[src/rtl/hex_display_ctrl.sv]
// hex_display_ctrl
//   Registered, rate-limited driver for NUM_DIGITS seven-segment hex digits
//   with active-low segments. A captured value is committed to the display at
//   most once per UPDATE_DIV cycles, so fast-changing debug values stay
//   readable. Also provides leading-zero blanking, a per-digit blink mask and
//   a hold/freeze control.
//
// Ports
//   clk        : system clock
//   reset      : synchronous, active-high reset
//   data_in    : value to display, nibble k drives digit k (digit 0 = LSD)
//   data_valid : one-cycle capture strobe for data_in
//   hold       : 1 = freeze the displayed value (captures still go to pending)
//   blank_lz   : 1 = blank leading zero digits (digit 0 always shown)
//   blink_mask : bit k = 1 makes digit k blink
//   hex_out    : segments {g..a} per digit, digit k at [7k+6:7k], 0 = lit
//   updated    : one-cycle pulse when a new value is committed
module hex_display_ctrl #(
  parameter int NUM_DIGITS = 6,
  parameter int UPDATE_DIV = 12_500_000,
  parameter int BLINK_DIV  = 25_000_000
) (
  input  logic                      clk,
  input  logic                      reset,
  input  logic [4*NUM_DIGITS-1:0]   data_in,
  input  logic                      data_valid,
  input  logic                      hold,
  input  logic                      blank_lz,
  input  logic [NUM_DIGITS-1:0]     blink_mask,
  output logic [7*NUM_DIGITS-1:0]   hex_out,
  output logic                      updated
);

  localparam int DW    = 4 * NUM_DIGITS;
  localparam int SW    = 7 * NUM_DIGITS;
  localparam int UPD_W = (UPDATE_DIV > 1) ? $clog2(UPDATE_DIV) : 1;
  localparam int BLK_W = (BLINK_DIV > 1) ? $clog2(BLINK_DIV) : 1;

  localparam logic [UPD_W-1:0] UPD_LAST = UPD_W'(UPDATE_DIV - 1);
  localparam logic [BLK_W-1:0] BLK_LAST = BLK_W'(BLINK_DIV - 1);

  logic [UPD_W-1:0] upd_cnt_reg;
  logic [BLK_W-1:0] blink_cnt_reg;
  logic             blink_phase_reg;
  logic             pending_reg;
  logic [DW-1:0]    pending_data_reg;
  logic [DW-1:0]    shown_reg;
  logic             updated_reg;
  logic [SW-1:0]    hex_out_reg;

  logic             tick;
  logic             commit;
  logic [SW-1:0]    hex_next;
  logic [NUM_DIGITS-1:0] lz_dark;
  logic             zero_run;

  assign tick   = (upd_cnt_reg == UPD_LAST);
  // A valid arriving in the tick cycle commits directly, bypassing pending.
  assign commit = tick & ~hold & (pending_reg | data_valid);

  function automatic logic [6:0] glyph(input logic [3:0] v);
    logic [6:0] g;
    case (v)
      4'h0: g = 7'b1000000;
      4'h1: g = 7'b1111001;
      4'h2: g = 7'b0100100;
      4'h3: g = 7'b0110000;
      4'h4: g = 7'b0011001;
      4'h5: g = 7'b0010010;
      4'h6: g = 7'b0000010;
      4'h7: g = 7'b1111000;
      4'h8: g = 7'b0000000;
      4'h9: g = 7'b0011000;
      4'hA: g = 7'b0001000;
      4'hB: g = 7'b0000011;
      4'hC: g = 7'b1000110;
      4'hD: g = 7'b0100001;
      4'hE: g = 7'b0000110;
      default: g = 7'b0001110;
    endcase
    return g;
  endfunction

  // Walk from the most significant digit down: a digit is a leading zero
  // while every nibble from it upward is zero. Digit 0 is never blanked.
  always_comb begin
    zero_run = 1'b1;
    lz_dark  = '0;
    for (int k = NUM_DIGITS - 1; k >= 0; k--) begin
      zero_run   = zero_run & (shown_reg[4*k +: 4] == 4'h0);
      lz_dark[k] = blank_lz & zero_run & (k != 0);
    end
  end

  generate
    for (genvar gi = 0; gi < NUM_DIGITS; gi++) begin : g_digit
      assign hex_next[7*gi +: 7] =
        (lz_dark[gi] | (blink_mask[gi] & ~blink_phase_reg))
          ? 7'b1111111 : glyph(shown_reg[4*gi +: 4]);
    end
  endgenerate

  always_ff @(posedge clk) begin
    if (reset) begin
      upd_cnt_reg      <= '0;
      blink_cnt_reg    <= '0;
      blink_phase_reg  <= 1'b1;
      pending_reg      <= 1'b0;
      pending_data_reg <= '0;
      shown_reg        <= '0;
      updated_reg      <= 1'b0;
      hex_out_reg      <= '1;
    end else begin
      upd_cnt_reg <= tick ? '0 : upd_cnt_reg + UPD_W'(1);

      if (blink_cnt_reg == BLK_LAST) begin
        blink_cnt_reg   <= '0;
        blink_phase_reg <= ~blink_phase_reg;
      end else begin
        blink_cnt_reg <= blink_cnt_reg + BLK_W'(1);
      end

      if (data_valid) begin
        pending_data_reg <= data_in;
      end

      if (commit) begin
        pending_reg <= 1'b0;
        shown_reg   <= data_valid ? data_in : pending_data_reg;
      end else if (data_valid) begin
        pending_reg <= 1'b1;
      end

      updated_reg <= commit;
      hex_out_reg <= hex_next;
    end
  end

  assign hex_out = hex_out_reg;
  assign updated = updated_reg;

endmodule

[config.mk]
export PLATFORM = sky130hd
export DESIGN_NAME = hex_display_ctrl
export DESIGN_NICKNAME = d
export VERILOG_FILES = /design/src/rtl/hex_display_ctrl.sv
export SDC_FILE = /design/constraint.sdc
export NUM_CORES = 1
export LEC_CHECK = 0
export BUFFER_PORTS_ARGS = -buffer_cell sky130_fd_sc_hd__buf_2
export CORE_ASPECT_RATIO = 0.8
export CORE_MARGIN = 2
export CORE_UTILIZATION = 35
export CTS_CLUSTER_DIAMETER = 120
export DETAILED_ROUTE_END_ITERATION = 7
export PLACE_DENSITY = 0.6
export SETUP_SLACK_MARGIN = 0.2
export SKIP_LAST_GASP = 1
export SYNTH_ARGS = -nofsm -noshare
export SYNTH_HDL_FRONTEND = slang
export SYNTH_SLANG_ARGS = --single-unit
[constraint.sdc]
create_clock -name clk -period 5.5 [get_ports clk]
set_clock_uncertainty 0.1 [all_clocks]
set_input_delay 0.825 -clock clk [delete_from_list [all_inputs] [get_ports clk]]
set_output_delay 0.825 -clock clk [all_outputs]
set_load 0.01 [all_outputs]
==> impl_metrics.json <==
{
  "status": "finished, final reports clean",
  "rr_startpoint": "upd_cnt_reg[8]$_SDFF_PP0_",
  "insertedDiodeCount": 0,
  "drtIter0Drc": 251,
  "grtUsageTotal_pct": 15.1,
  "met3_length_um": 597,
  "hold_depth": 1,
  "synth_cell_type_count": 45,
  "postLayoutCellArea_um2": 7590,
  "power_density_nw_per_um2": 305,
  "finalSetupViolCount": 0,
  "cts-root-buf": "clkbuf_16",
  "die_w_um": 156,
  "grt_pass1_wl_um": 23500,
  "hold_slack_ns": 0.367,
  "port_buffers": 77,
  "viasPerCell": 5.04,
  "clk_latency_ns": 0.42,
  "critPathArrivalTime_ns": 2.79,
  "hold_buffers": 0,
  "initial_core_util_pct": 35.6,
  "die_h_um": 125,
  "nets": 831,
  "p_leak_nw": 2.87,
  "tightest_slew_ns": 0.989,
  "syn_area_um2": 6430,
  "grt_max_degree": 60,
  "wl_um": 14200,
  "hold_path.class": "reg -> reg",
  "setup_tns_ns": 0,
  "synth_edf_count": 0,
  "yosysWarnings": 0,
  "largest_reg_flops": 42,
  "worstReg2RegEnd": "shown_reg[1]$_SDFFE_PP0P_",
  "postSynthAreaPerCell_um2": 9.16,
  "finalCritPeriodShare_pct": 47.0,
  "layout_setup_ws_ns": 2.91,
  "mostFrequentLayoutCell": "dfxtp_1",
  "drc": 0,
  "synthArstFlopShare_pct": 0,
  "maxCapViolations": 0,
  "startpoint_type": "input port",
  "finish.utilization_pct": 42.0,
  "place_area_um2": 7000,
  "detail_route.first_pass.iterations": 4,
  "gp_congestion": 0.832,
  "min_to": "upd_cnt_reg[0]$_SDFF_PP0_",
  "rsz0062_at_grt": "false",
  "numCtsBuffers": 17,
  "rows": 44,
  "wl_met2_um": 5550,
  "synth_nets": 764,
  "grt_pass1_vias": 4570,
  "ys_seq_elements": 142,
  "postSynthCellCount": 702,
  "power_mw": 2.32,
  "wire_per_inst_um": 14.1,
  "wl_met1_um": 7920,
  "ir_drop_mv": 0.193,
  "path_class": "in -> reg",
  "maxUsedRoutingLayer": "met4",
  "core_um2": 18100,
  "clock_sinks": 142,
  "dr_total_vias": 5100,
  "dp_cells": 980,
  "post-cts-setup-buffers": 0,
  "fmax_ghz": 0.387,
  "hp-start": "upd_cnt_reg[0]$_SDFF_PP0_",
  "dieArea_um2": 19500,
  "end_kind": "flop",
  "synthToLayoutAreaGrowth_pct": 18.0,
  "htree_levels": 4,
  "crit_required_ns": 5.71,
  "max_slew_margin_pct": 34.1,
  "cp_max_fo": 25,
  "grt_overflow": 0,
  "clk_pin_slew_ns": 0.06,
  "yosysSeqAreaShare_pct": 44.2,
  "dp_slack_ns": 2.43,
  "final_cell_mix": "dfxtp_1 (142), nor2_1 (92), buf_2 (77), nand2_1 (45), a21oi_1 (32)",
  "cts_buffer_depth": 2,
  "ios": 78,
  "r2r_cells": 5,
  "hold_viol": 0,
  "drv_slew": 0,
  "hpwl_um": 9850,
  "post-route-min-period_ns": 2.59,
  "cts_tree": "done",
  "postRouteAntennaNets": 0,
  "r2r_slack_ns": 2.98,
  "fin_cells": 1011,
  "synth-main-ff-cell": "dfxtp_1",
  "antenna_found_initial": 0,
  "drive_gt1_share_pct": 15.4,
  "cts_resized": 0
}
-- layout make-up --
type,count,area (um^2)
repair buffers,80,408
clock buffers,20,457
clock inverters,11,134
inverters,27,101
multi-input cells,501,3360
fillers,1810,10500
well taps,230,288
flip-flops and latches,142,2840
-- logic make-up (layout without fill, tap and decap cells) --
logic type | Yosys count | after routing | share of synthesized area (%)
AOI/OAI and AO/OA | 125 | 125 | 13.1
xor gates and xnor gates | 23 | 23 | 3.13
adders and majority gates | 27 | 27 | 5.25
buffers and inverters | 59 | 138 | 3.79
DFF | 142 | 142 | 44.2
muxes | 53 | 53 | 8.75
and+or+nand+nor | 273 | 273 | 21.8
-- synthesized netlist by cell type (2+ instances only) --
library cell | n | area share (%)
a21o_1 | 9 | 1.1
a21oi_1 | 32 | 2.5
a31o_2 | 2 | 0.27
and2_1 | 3 | 0.29
and3_1 | 10 | 0.97
and4_1 | 7 | 0.95
buf_2 | 3 | 0.23
buf_6 | 2 | 0.35
clkbuf_1 | 26 | 1.5
dfxtp_1 | 142 | 44
ha_1 | 27 | 5.3
inv_1 | 27 | 1.6
mux2_1 | 24 | 4.2
mux2_2 | 2 | 0.35
mux2i_1 | 27 | 4.2
nand2_1 | 45 | 2.6
nand2b_1 | 9 | 0.88
nand3_1 | 25 | 1.9
nand3b_1 | 3 | 0.35
nand4_1 | 20 | 1.9
nor2_1 | 92 | 5.4
nor2b_1 | 15 | 1.5
nor3_1 | 5 | 0.39
nor3b_1 | 4 | 0.47
nor4_1 | 2 | 0.19
nor4bb_1 | 2 | 0.31
o211ai_1 | 22 | 2.6
o21ai_0 | 21 | 1.6
o311ai_0 | 22 | 3.0
o31ai_1 | 11 | 1.3
or2_2 | 2 | 0.19
or3_1 | 14 | 1.4
or4_1 | 12 | 1.4
xnor2_1 | 8 | 1.1
xor2_1 | 15 | 2.0
-- metal layers --
layer / GRT usage, % / vias to the layer above
met2: 20.5 / 94
met3: 4.02 / 17
met1: 22.9 / 2334
li1: - / 2655
met4: 4.91 / 0
met5: 0 / -
-- where the power goes --
group / leakage, nW / switching [mW] / internal [mW] / total, mW
Sequential: 1.16 / 0.00974 / 1.06 / 1.07
Combinational: 1.43 / 0.0582 / 0.0404 / 0.0985
Clock: 0.276 / 0.455 / 0.694 / 1.15
-- worst max path at each step --
stage               slack, ns       start  cells after the start                         end
detailed placement       2.43  data_valid                      6   shown_reg[0]$_SDFFE_PP0P_
floorplan                3.14  data_valid                      5  shown_reg[22]$_SDFFE_PP0P_
global placement         2.44  data_valid                      6  shown_reg[17]$_SDFFE_PP0P_
global route             2.71  data_valid                      6   shown_reg[1]$_SDFFE_PP0P_
CTS                      2.88  data_valid                      6   shown_reg[8]$_SDFFE_PP0P_
finish                   2.91  data_valid                      6   shown_reg[1]$_SDFFE_PP0P_
-- worst max-delay path: stages --
cell and delay (ns):
buf_2 0.60, nor2_1 0.13, nor2_1 0.15, and4_1 0.36, buf_4 0.34, mux2_1 0.36
(Power assumes the default switching activity.)
